===== config.mk =====
export PLATFORM = sky130hd
export DESIGN_NAME = move_arbiter
export DESIGN_NICKNAME = d
export VERILOG_FILES = /design/src/rtl/frogger_pkg.sv /design/src/rtl/key_sync_edge.sv /design/src/rtl/move_arbiter.sv
export SDC_FILE = /design/constraint.sdc
export NUM_CORES = 1
export LEC_CHECK = 0
export CORE_MARGIN = 1.5
export CORE_UTILIZATION = 30
export DETAILED_ROUTE_END_ITERATION = 8
export PLACE_DENSITY_LB_ADDON = 0.3
export SYNTH_ARGS = -nofsm -noshare
export SYNTH_HDL_FRONTEND = slang
export SYNTH_SLANG_ARGS = --single-unit

===== constraint.sdc =====
create_clock -name clk -period 1.9 [get_ports clk]
set_clock_uncertainty 0.15 [all_clocks]
set_input_delay 0.57 -clock clk [delete_from_list [all_inputs] [get_ports clk]]
set_output_delay 0.57 -clock clk [all_outputs]
set_load 0.01 [all_outputs]

===== src/rtl/frogger_pkg.sv =====
// Shared types and default constants for the frog movement input path.
package frogger_pkg;

  typedef enum logic [1:0] {
    UP    = 2'd0,
    DOWN  = 2'd1,
    LEFT  = 2'd2,
    RIGHT = 2'd3
  } dir_t;

  typedef enum logic [1:0] {
    IDLE    = 2'd0,
    OFFER   = 2'd1,
    LOCKOUT = 2'd2
  } arb_state_t;

  localparam int DEF_SYNC_STAGES    = 2;
  localparam int DEF_LOCKOUT_CYCLES = 8;

endpackage


===== src/rtl/key_sync_edge.sv =====
// One-key metastability synchronizer followed by a rising-edge detector.
module key_sync_edge
  import frogger_pkg::*;
#(
  parameter int SYNC_STAGES = DEF_SYNC_STAGES
) (
  input  logic clk,
  input  logic reset,
  input  logic key,
  output logic level,
  output logic rise
);

  logic [SYNC_STAGES-1:0] sync_p;
  logic                   prev;

  always_ff @(posedge clk or negedge reset) begin
    if (!reset) begin
      sync_p <= '0;
      prev   <= 1'b0;
    end else begin
      sync_p <= {sync_p[SYNC_STAGES-2:0], key};
      prev   <= sync_p[SYNC_STAGES-1];
    end
  end

  assign level = sync_p[SYNC_STAGES-1];
  assign rise  = level & ~prev;

endmodule


===== src/rtl/move_arbiter.sv =====
// Synchronizes direction keys, latches presses as pending requests and grants them
// round-robin with a post-move lockout. Define AUTOREPEAT_EN for held-key repeats.
module move_arbiter
  import frogger_pkg::*;
#(
  parameter int NUM_KEYS       = 4,
  parameter int SYNC_STAGES    = DEF_SYNC_STAGES,
  parameter int LOCKOUT_CYCLES = DEF_LOCKOUT_CYCLES,
  parameter int REPEAT_CYCLES  = 16
) (
  input  logic                        clk,
  input  logic                        reset,
  input  logic [NUM_KEYS-1:0]         key_in,
  input  logic                        move_ready,
  output logic                        move_valid,
  output logic [$clog2(NUM_KEYS)-1:0] move_dir,
  output logic                        busy,
  output logic [NUM_KEYS-1:0]         pending
);

  localparam int DIR_W   = $clog2(NUM_KEYS);
  localparam int CNT_MAX = (LOCKOUT_CYCLES > REPEAT_CYCLES) ? LOCKOUT_CYCLES : REPEAT_CYCLES;
  localparam int CNT_W   = (CNT_MAX < 1) ? 1 : $clog2(CNT_MAX + 1);

  logic [NUM_KEYS-1:0] level;
  logic [NUM_KEYS-1:0] rise;
  logic [NUM_KEYS-1:0] set_req;
  logic [NUM_KEYS-1:0] clr_mask;
  logic                accept;
  logic [DIR_W-1:0]    rr_ptr;
  logic [DIR_W-1:0]    grant_idx;
  logic [DIR_W-1:0]    cand;
  logic [CNT_W-1:0]    cnt;
  arb_state_t          state;

  for (genvar k = 0; k < NUM_KEYS; k++) begin : g_key
    key_sync_edge #(
      .SYNC_STAGES(SYNC_STAGES)
    ) u_sync (
      .clk  (clk),
      .reset(reset),
      .key  (key_in[k]),
      .level(level[k]),
      .rise (rise[k])
    );
  end

`ifdef AUTOREPEAT_EN
  localparam logic [CNT_W-1:0] REP_RELOAD = CNT_W'(REPEAT_CYCLES - 1);

  logic [CNT_W-1:0]    rep_cnt [NUM_KEYS];
  logic [NUM_KEYS-1:0] rep_fire;

  // A held key re-requests every REPEAT_CYCLES; the press edge itself restarts the period.
  for (genvar k = 0; k < NUM_KEYS; k++) begin : g_rep
    assign rep_fire[k] = level[k] & ~rise[k] & (rep_cnt[k] == '0);

    always_ff @(posedge clk or negedge reset) begin
      if (!reset) begin
        rep_cnt[k] <= '0;
      end else if (!level[k]) begin
        rep_cnt[k] <= '0;
      end else if (rise[k] || rep_fire[k]) begin
        rep_cnt[k] <= REP_RELOAD;
      end else begin
        rep_cnt[k] <= rep_cnt[k] - CNT_W'(1);
      end
    end
  end

  assign set_req = rise | rep_fire;
`else
  assign set_req = rise;
`endif

  assign accept = move_valid & move_ready;

  always_comb begin
    clr_mask = '0;
    if (accept) clr_mask[move_dir] = 1'b1;
  end

  // Set beats clear so a press landing on its own accept cycle is not dropped.
  always_ff @(posedge clk or negedge reset) begin
    if (!reset) pending <= '0;
    else        pending <= (pending & ~clr_mask) | set_req;
  end

  // Walk downward so the lowest offset from rr_ptr is the last (winning) assignment.
  always_comb begin
    grant_idx = rr_ptr;
    cand      = '0;
    for (int i = NUM_KEYS - 1; i >= 0; i--) begin
      cand = DIR_W'((int'(rr_ptr) + i) % NUM_KEYS);
      if (pending[cand]) grant_idx = cand;
    end
  end

  always_ff @(posedge clk or negedge reset) begin
    if (!reset) begin
      state      <= IDLE;
      move_valid <= 1'b0;
      move_dir   <= '0;
      busy       <= 1'b0;
      rr_ptr     <= '0;
      cnt        <= '0;
    end else begin
      case (state)
        IDLE: begin
          if (|pending) begin
            move_dir   <= grant_idx;
            move_valid <= 1'b1;
            busy       <= 1'b1;
            state      <= OFFER;
          end
        end
        OFFER: begin
          if (move_ready) begin
            move_valid <= 1'b0;
            rr_ptr     <= DIR_W'((int'(move_dir) + 1) % NUM_KEYS);
            if (LOCKOUT_CYCLES > 0) begin
              cnt   <= CNT_W'(LOCKOUT_CYCLES - 1);
              state <= LOCKOUT;
            end else begin
              busy  <= 1'b0;
              state <= IDLE;
            end
          end
        end
        LOCKOUT: begin
          if (cnt == '0) begin
            busy  <= 1'b0;
            state <= IDLE;
          end else begin
            cnt <= cnt - CNT_W'(1);
          end
        end
        default: begin
          move_valid <= 1'b0;
          busy       <= 1'b0;
          state      <= IDLE;
        end
      endcase
    end
  end

endmodule


## Yosys cells after proc, flatten, opt, wreduce, memory -nomap -nowiden

Index checks and enable logic that the tools add are counted.

- Register bits after elaboration: 29
- Input bits: 7

- Bitwise gates (word level): 14
- Reductions and logical operators: 11
- Multiplexer cells: 27
- Eq/ne operators: 6
- Add/subtract/negate cells: 5
- Order comparisons: 6

Operators with widths:

| kind | number |
|---|---|
| 2-bit by 3-bit < comparator with 1-bit output, second input constant | 5 |
| 2-bit 2-to-1 mux | 7 |
| 3-bit AND reduction | 4 |
| 5-bit 2-to-1 mux | 2 |
| 5-bit case mux with 2 select lines | 1 |
| 1-bit binary-select mux with 2-bit select | 4 |
| 1-bit 2-to-1 mux | 8 |
| 2-bit inequality test, second input constant | 4 |
| 1-bit NOT | 6 |
| 1-bit case mux with 3 select lines | 2 |
| 2-bit case mux with 3 select lines | 1 |
| 1-bit bitwise AND | 5 |
| 5-bit logical NOT | 1 |
| 5-bit by 1-bit subtractor with 5-bit output, second input constant | 1 |
| 2-bit by 1-bit adder with 2-bit output, second input constant | 2 |
| 2-bit adder, second input constant | 2 |
| 4-bit bitwise AND | 1 |
| 4-bit 2-to-1 mux | 1 |
| 4-bit NOT | 1 |
| 4-bit bitwise OR | 1 |
| 2-bit AND reduction | 2 |
| 4-bit OR reduction | 1 |
| 1-bit demux with 2-bit select | 1 |
| 2-bit by 1-bit equality test with 1-bit output, second input constant | 1 |
| 5 further kinds | 5 |

## Depth between registers and ports, before layout

- Depth in word-level cells: 8
- Mapped depth: 6
- Depth with buffers taken out: 6

## By module

Synthesis repeated with hierarchy kept, for this count alone.

- Cells, all modules: 106
- Area, all modules: 1239.9 um^2

Modules (own cells, without submodules):

| module | seq. area each (um^2) | cells an instance | area each (um^2) | instances |
|---|---|---|---|---|
| move_arbiter | 425.4 | 90 | 884.6 | 1 |
| key_sync_edge | 75.1 | 4 | 88.8 | 4 |

## Worst setup path before layout

OpenSTA, ideal clock, no wires.

- Path type: register to register
- Start: register cnt[0]
- End: register cnt[1]
- Cell stages (with the launch flop): 7
- Slack: 0.234 ns
- Path buffers: 0
- Arrival time: 1.434 ns
- Period minus slack after synthesis: 1.666 ns
- Required time: 1.668 ns
- Library setup time: 0.082 ns
- Cell sequence: dfrtp_1 -> inv_1 -> ha_1 -> inv_1 -> o41a_1 -> or2_4 -> a31oi_1

- Word-level cells in the longest chain between the ends: 3

RTL lines:

| element | RTL line | source |
|---|---|---|
| start, declared | move_arbiter.sv:33 | `logic [CNT_W-1:0] cnt;` |
| start signal, assigned | move_arbiter.sv:122 | `cnt <= CNT_W'(LOCKOUT_CYCLES - 1);` |
| start signal, assigned | move_arbiter.sv:135 | `cnt <= cnt - CNT_W'(1);` |
| 5-bit by 1-bit subtractor with 5-bit output or 5-bit logical NOT (tied branches) | move_arbiter.sv:135, move_arbiter.sv:131 |  |
| 5-bit 2-to-1 mux or 2-bit inequality test (tied branches) | -- |  |
| 5-bit case mux with 2 select lines or 3-bit AND reduction (tied branches) | -- |  |

Several ways; a longest one is shown, not always the timed one. The select of a mux whose other input is x is not followed.
A chain may end at the register's enable or synchronous reset.

## Worst setup path in the final report

Same ends and word-level chain as after synthesis.

==> impl_table.tex <==
\begin{tabular}{lr}
\hline
Metric & Value \\
\hline
\multicolumn{2}{l}{\textbf{Timing}} \\
Top achievable clock speed & approximately 550 MHz \\
Slew at the pin closest to its max-slew limit & between 0.3 and 0.4 ns \\
Setup-violating endpoint count in the final report & 0 \\
Unrepaired setup endpoints after global routing & false \\
Hold Violations, Final & 0 \\
Worst relative slew slack & around three quarters \\
Final period demand of the worst path & roughly 1.8 ns \\
Period Utilization, post-route & $\sim$96\% \\
Pins over their slew limit & 0 \\
Post-Route Hold Slack & 0.198 ns \\
\multicolumn{2}{l}{\textbf{Floorplanning}} \\
Cell row count & 22 \\
Standard cell core area & 3740 um2 \\
Top Ports & 15 \\
Die X & 66.3 um \\
Die H & 66.3 um \\
Starting utilization of the core area & 32.1\% \\
Die area & 4390 um2 \\
\multicolumn{2}{l}{\textbf{Global route}} \\
Initial antenna violation count & 0 \\
Number of global-route vias before repair & 862 \\
Combined global-route utilization of all metal layers & 12.2\% \\
Maximum number of pins on one net before global-route repair & 30 \\
Residual overflow from global routing & 0 \\
Global-route wire length before repair & 3840 um \\
\multicolumn{2}{l}{\textbf{Detailed routing}} \\
Final antenna-violating net count & 0 \\
First-pass DRT Iterations & 4 \\
Mean number of vias per cell & about 4.7 \\
Total wirelength of the detailed-routed design & around 2200 um \\
Remaining routing DRC violations & 0 \\
Iter 0 DRT Violations & 35 \\
Via count of the routed design & 887 \\
Mean routed wirelength per cell & between 10 and 15 um \\
\multicolumn{2}{l}{\textbf{Setup path}} \\
Setup crit start & cnt[0]\$\_DFFE\_PN0P\_ \\
Startpoint kind of the worst setup timing path & register \\
Critical Path Fanout Max & 7 \\
Arrival time of data at the critical path endpoint & between 1.5 and 2 ns \\
Crit path capture type & register \\
Worst flop-to-flop path startpoint & cnt[0]\$\_DFFE\_PN0P\_ \\
Crit path kind & register to register \\
Required time of the critical path & between 1.5 and 2 ns \\
\multicolumn{2}{l}{\textbf{Synthesis}} \\
Netlist area before placement & approximately 1200 um2 \\
Warning count from the yosys run & 0 \\
Number of standard cells after synthesis & roughly 110 \\
Post-synthesis mux area share & between 1.5 and 2\% \\
Post-synth top area share & between 60\% and 70\% \\
Cell taking the most area after synthesis & sky130\_fd\_sc\_hd\_\_dfrtp\_1 \\
Biggest area contributors in the synthesized netlist & sky130\_fd\_sc\_hd\_\_dfrtp\_1, sky130\_fd\_sc\_hd\_\_ha\_1, sky130\_fd\_sc\_hd\_\_nand2\_1, sky130\_fd\_sc\_hd\_\_inv\_1, sky130\_fd\_sc\_hd\_\_o21ai\_0 \\
Sequential fraction of the synthesis area & between 60\% and 70\% \\
FFs w/ async S/R, synth & 100\% \\
Count of different cell masters after synthesis & 27 \\
\#FFs+latches synth & 29 \\
Most common library cells after synthesis & sky130\_fd\_sc\_hd\_\_dfrtp\_1, sky130\_fd\_sc\_hd\_\_nand2\_1, sky130\_fd\_sc\_hd\_\_inv\_1, sky130\_fd\_sc\_hd\_\_nor2\_1, sky130\_fd\_sc\_hd\_\_o21ai\_0 \\
Most numerous cell in the Yosys netlist & sky130\_fd\_sc\_hd\_\_dfrtp\_1 \\
Most used flip-flop cell after synthesis & sky130\_fd\_sc\_hd\_\_dfrtp\_1 \\
Fraction of the mapped netlist area in simple logic gates & between 10\% and 20\% \\
Synthesized net count & 124 \\
Arithmetic-cell share of the synthesized area counting full adders, half adders and majority gates & roughly 5.2\% \\
Main combinational cell family by area after synthesis & simple AND/OR/NAND/NOR gates \\
Synth Area in Compound Gates & about 12\% \\
Synthesized-area fraction occupied by xor and xnor cells & 0\% \\
Average size of a mapped cell & about 11 um2 \\
EDFF count, synth & 0 \\
\multicolumn{2}{l}{\textbf{Clock network}} \\
Clock tree buffer depth & 2 \\
Total number of clock tree sinks & 29 \\
CTS root buffer & sky130\_fd\_sc\_hd\_\_clkbuf\_8 \\
Number of buffers inserted by hold repair at cts & 0 \\
Clock tree from TritonCTS & yes \\
Number of buffers added by the clock tree synthesis step & 5 \\
Clock slew at the register clock pins of the worst setup and hold paths & about 0.060 ns \\
Worst-skew pair later-pin latency & 0.27 ns \\
Total number of H-tree levels & 2 \\
\multicolumn{2}{l}{\textbf{Final layout}} \\
Fill cell instance count of the final layout & between 300 and 400 \\
Reg area & approximately 730 um2 \\
Diode insertion count for antenna repair & 0 \\
Final standard cell area without fillers & between 1500 and 2000 um2 \\
Layout cell share with drive strength beyond 1 & between 10\% and 20\% \\
NumNets Final & roughly 150 \\
Area growth from synthesis to final layout & 34.2\% \\
Combined area of the multi-input logic cells & between 400 and 500 um2 \\
\multicolumn{2}{l}{\textbf{Job}} \\
Number of max-capacitance violations reported & 0 \\
\multicolumn{2}{l}{\textbf{Place}} \\
Final RePlAce weighted congestion & $\sim$0.84 \\
Placed Area & between 1000 and 1500 um2 \\
Detailed placement HPWL & around 1600 um \\
Count of input and output buffers & 14 \\
\multicolumn{2}{l}{\textbf{Pwr}} \\
Power per Cell Area & approximately 1500 nW/um2 \\
Leakage power & about 0.76 nW \\
Worst-case vdd ir drop & 395 uV \\
\multicolumn{2}{l}{\textbf{Hold path}} \\
Class of the tightest hold or removal check & register to register \\
Startpoint of the worst hold path & g\_key[1].u\_sync.sync\_p[0]\$\_DFF\_PN0\_ \\
\multicolumn{2}{l}{\textbf{Outcome}} \\
Outcome & completed \\
\hline
\end{tabular}
## path summary, 6_finish.rpt
check / to / slack [ns] / cells after the start
worst max register to register: cnt[1]$_DFFE_PN0P_ / 0.08 / 6
worst min register to register: g_key[1].u_sync.sync_p[1]$_DFF_PN0_ / 0.20 / 0
worst max-delay path: cnt[1]$_DFFE_PN0P_ / 0.08 / 6
max in group asynchronous: move_dir[0]$_DFFE_PN0P_ / 0.79 / 2
worst min-delay path: g_key[1].u_sync.sync_p[1]$_DFF_PN0_ / 0.20 / 0
min in group asynchronous: cnt[0]$_DFFE_PN0P_ / 0.52 / 2
## logic make-up (layout without fill, tap and decap cells)
kind of cell             count (synthesis)  after routing
AND/OR/NAND/NOR                         38             38
flip-flops                              29             29
AO/OA/AOI/OAI                           24             24
buffers and inverters                   14             44
adder cells (fa/ha/maj)                  5              5
multiplexers                             2              2
## flip-flops by register name, indices dropped and copies added, names as in the netlist
register             count
busy                     1
cnt                      5
g_key.u_sync.prev        4
g_key.u_sync.sync_p      8
move_dir                 2
move_valid               1
pending                  4
rr_ptr                   2
state                    2
## worst max-delay path, stage by stage (launching register included)
cell and delay (ns):
sky130_fd_sc_hd__dfrtp_1 0.40, sky130_fd_sc_hd__inv_1 0.11, sky130_fd_sc_hd__ha_4 0.16, sky130_fd_sc_hd__inv_1 0.04, sky130_fd_sc_hd__o41a_1 0.46, sky130_fd_sc_hd__or2_4 0.27
sky130_fd_sc_hd__a31oi_1 0.16
## final cells by class
cell class / instances / share of cell area (%)
clock buffers: 7 / 5.36
inverters: 12 / 2.80
multi-input cells: 69 / 27.0
clock inverters: 1 / 1.86
flip-flops and latches: 29 / 45.1
repair buffers: 24 / 14.1
well taps: 48 / 3.73
## per-stage QoR
stage	TNS [ns]	util (%)	power, mW	setup WS [ns]	cells
3_5_place_dp	-0.0671	38.8	1.85	-0.0671	180
2_1_floorplan	0	-	1.44	0.234	112
4_1_cts	0	42.1	2.50	0.00349	189
3_3_place_gp	-0.0325	38.8	1.80	-0.0325	180
6_report	0	43.0	2.48	0.0809	190
5_1_grt	0	43.0	2.70	0.00463	190
## routing by layer
| metal | vias to the layer above | global-route usage [%] | wire length, um |
|---|---|---|---|
| met3 | 2 | 4.60 | 94 |
| met2 | 15 | 19.6 | 1090 |
| met1 | 432 | 13.6 | 957 |
| met4 | 0 | 7.65 | 27 |
| met5 | - | 0 | 0 |
| li1 | 438 | - | - |
## power breakdown
part,total (mW),switching (mW),internal [mW]
sequential,0.927,0.145,0.782
combinational,0.912,0.458,0.454
clock,0.642,0.215,0.427
total,2.48,0.817,1.66
## cells in the final DEF (no fill, tap or decap), drive strengths merged, types with 2 or more instances in the layout
cell type      count
dfrtp             29
nand2             14
inv               12
buf               10
nor2               8
o21ai              7
clkbuf             7
a21oi              6
clkdlybuf4s50      6
dlymetal6s2s       6
ha                 5
nand3              4
a31oi              4
nor3               4
mux2i              2
dlygate4sd2        2
nor3b              2
## repair_timing
action | CTS | global route
endpoints found under the setup margin | 3 | 7
setup buffers | 1 | 1
pin swaps | 0 | 1
gates resized for setup | 3 | 8
(Power assumes the default switching activity.)
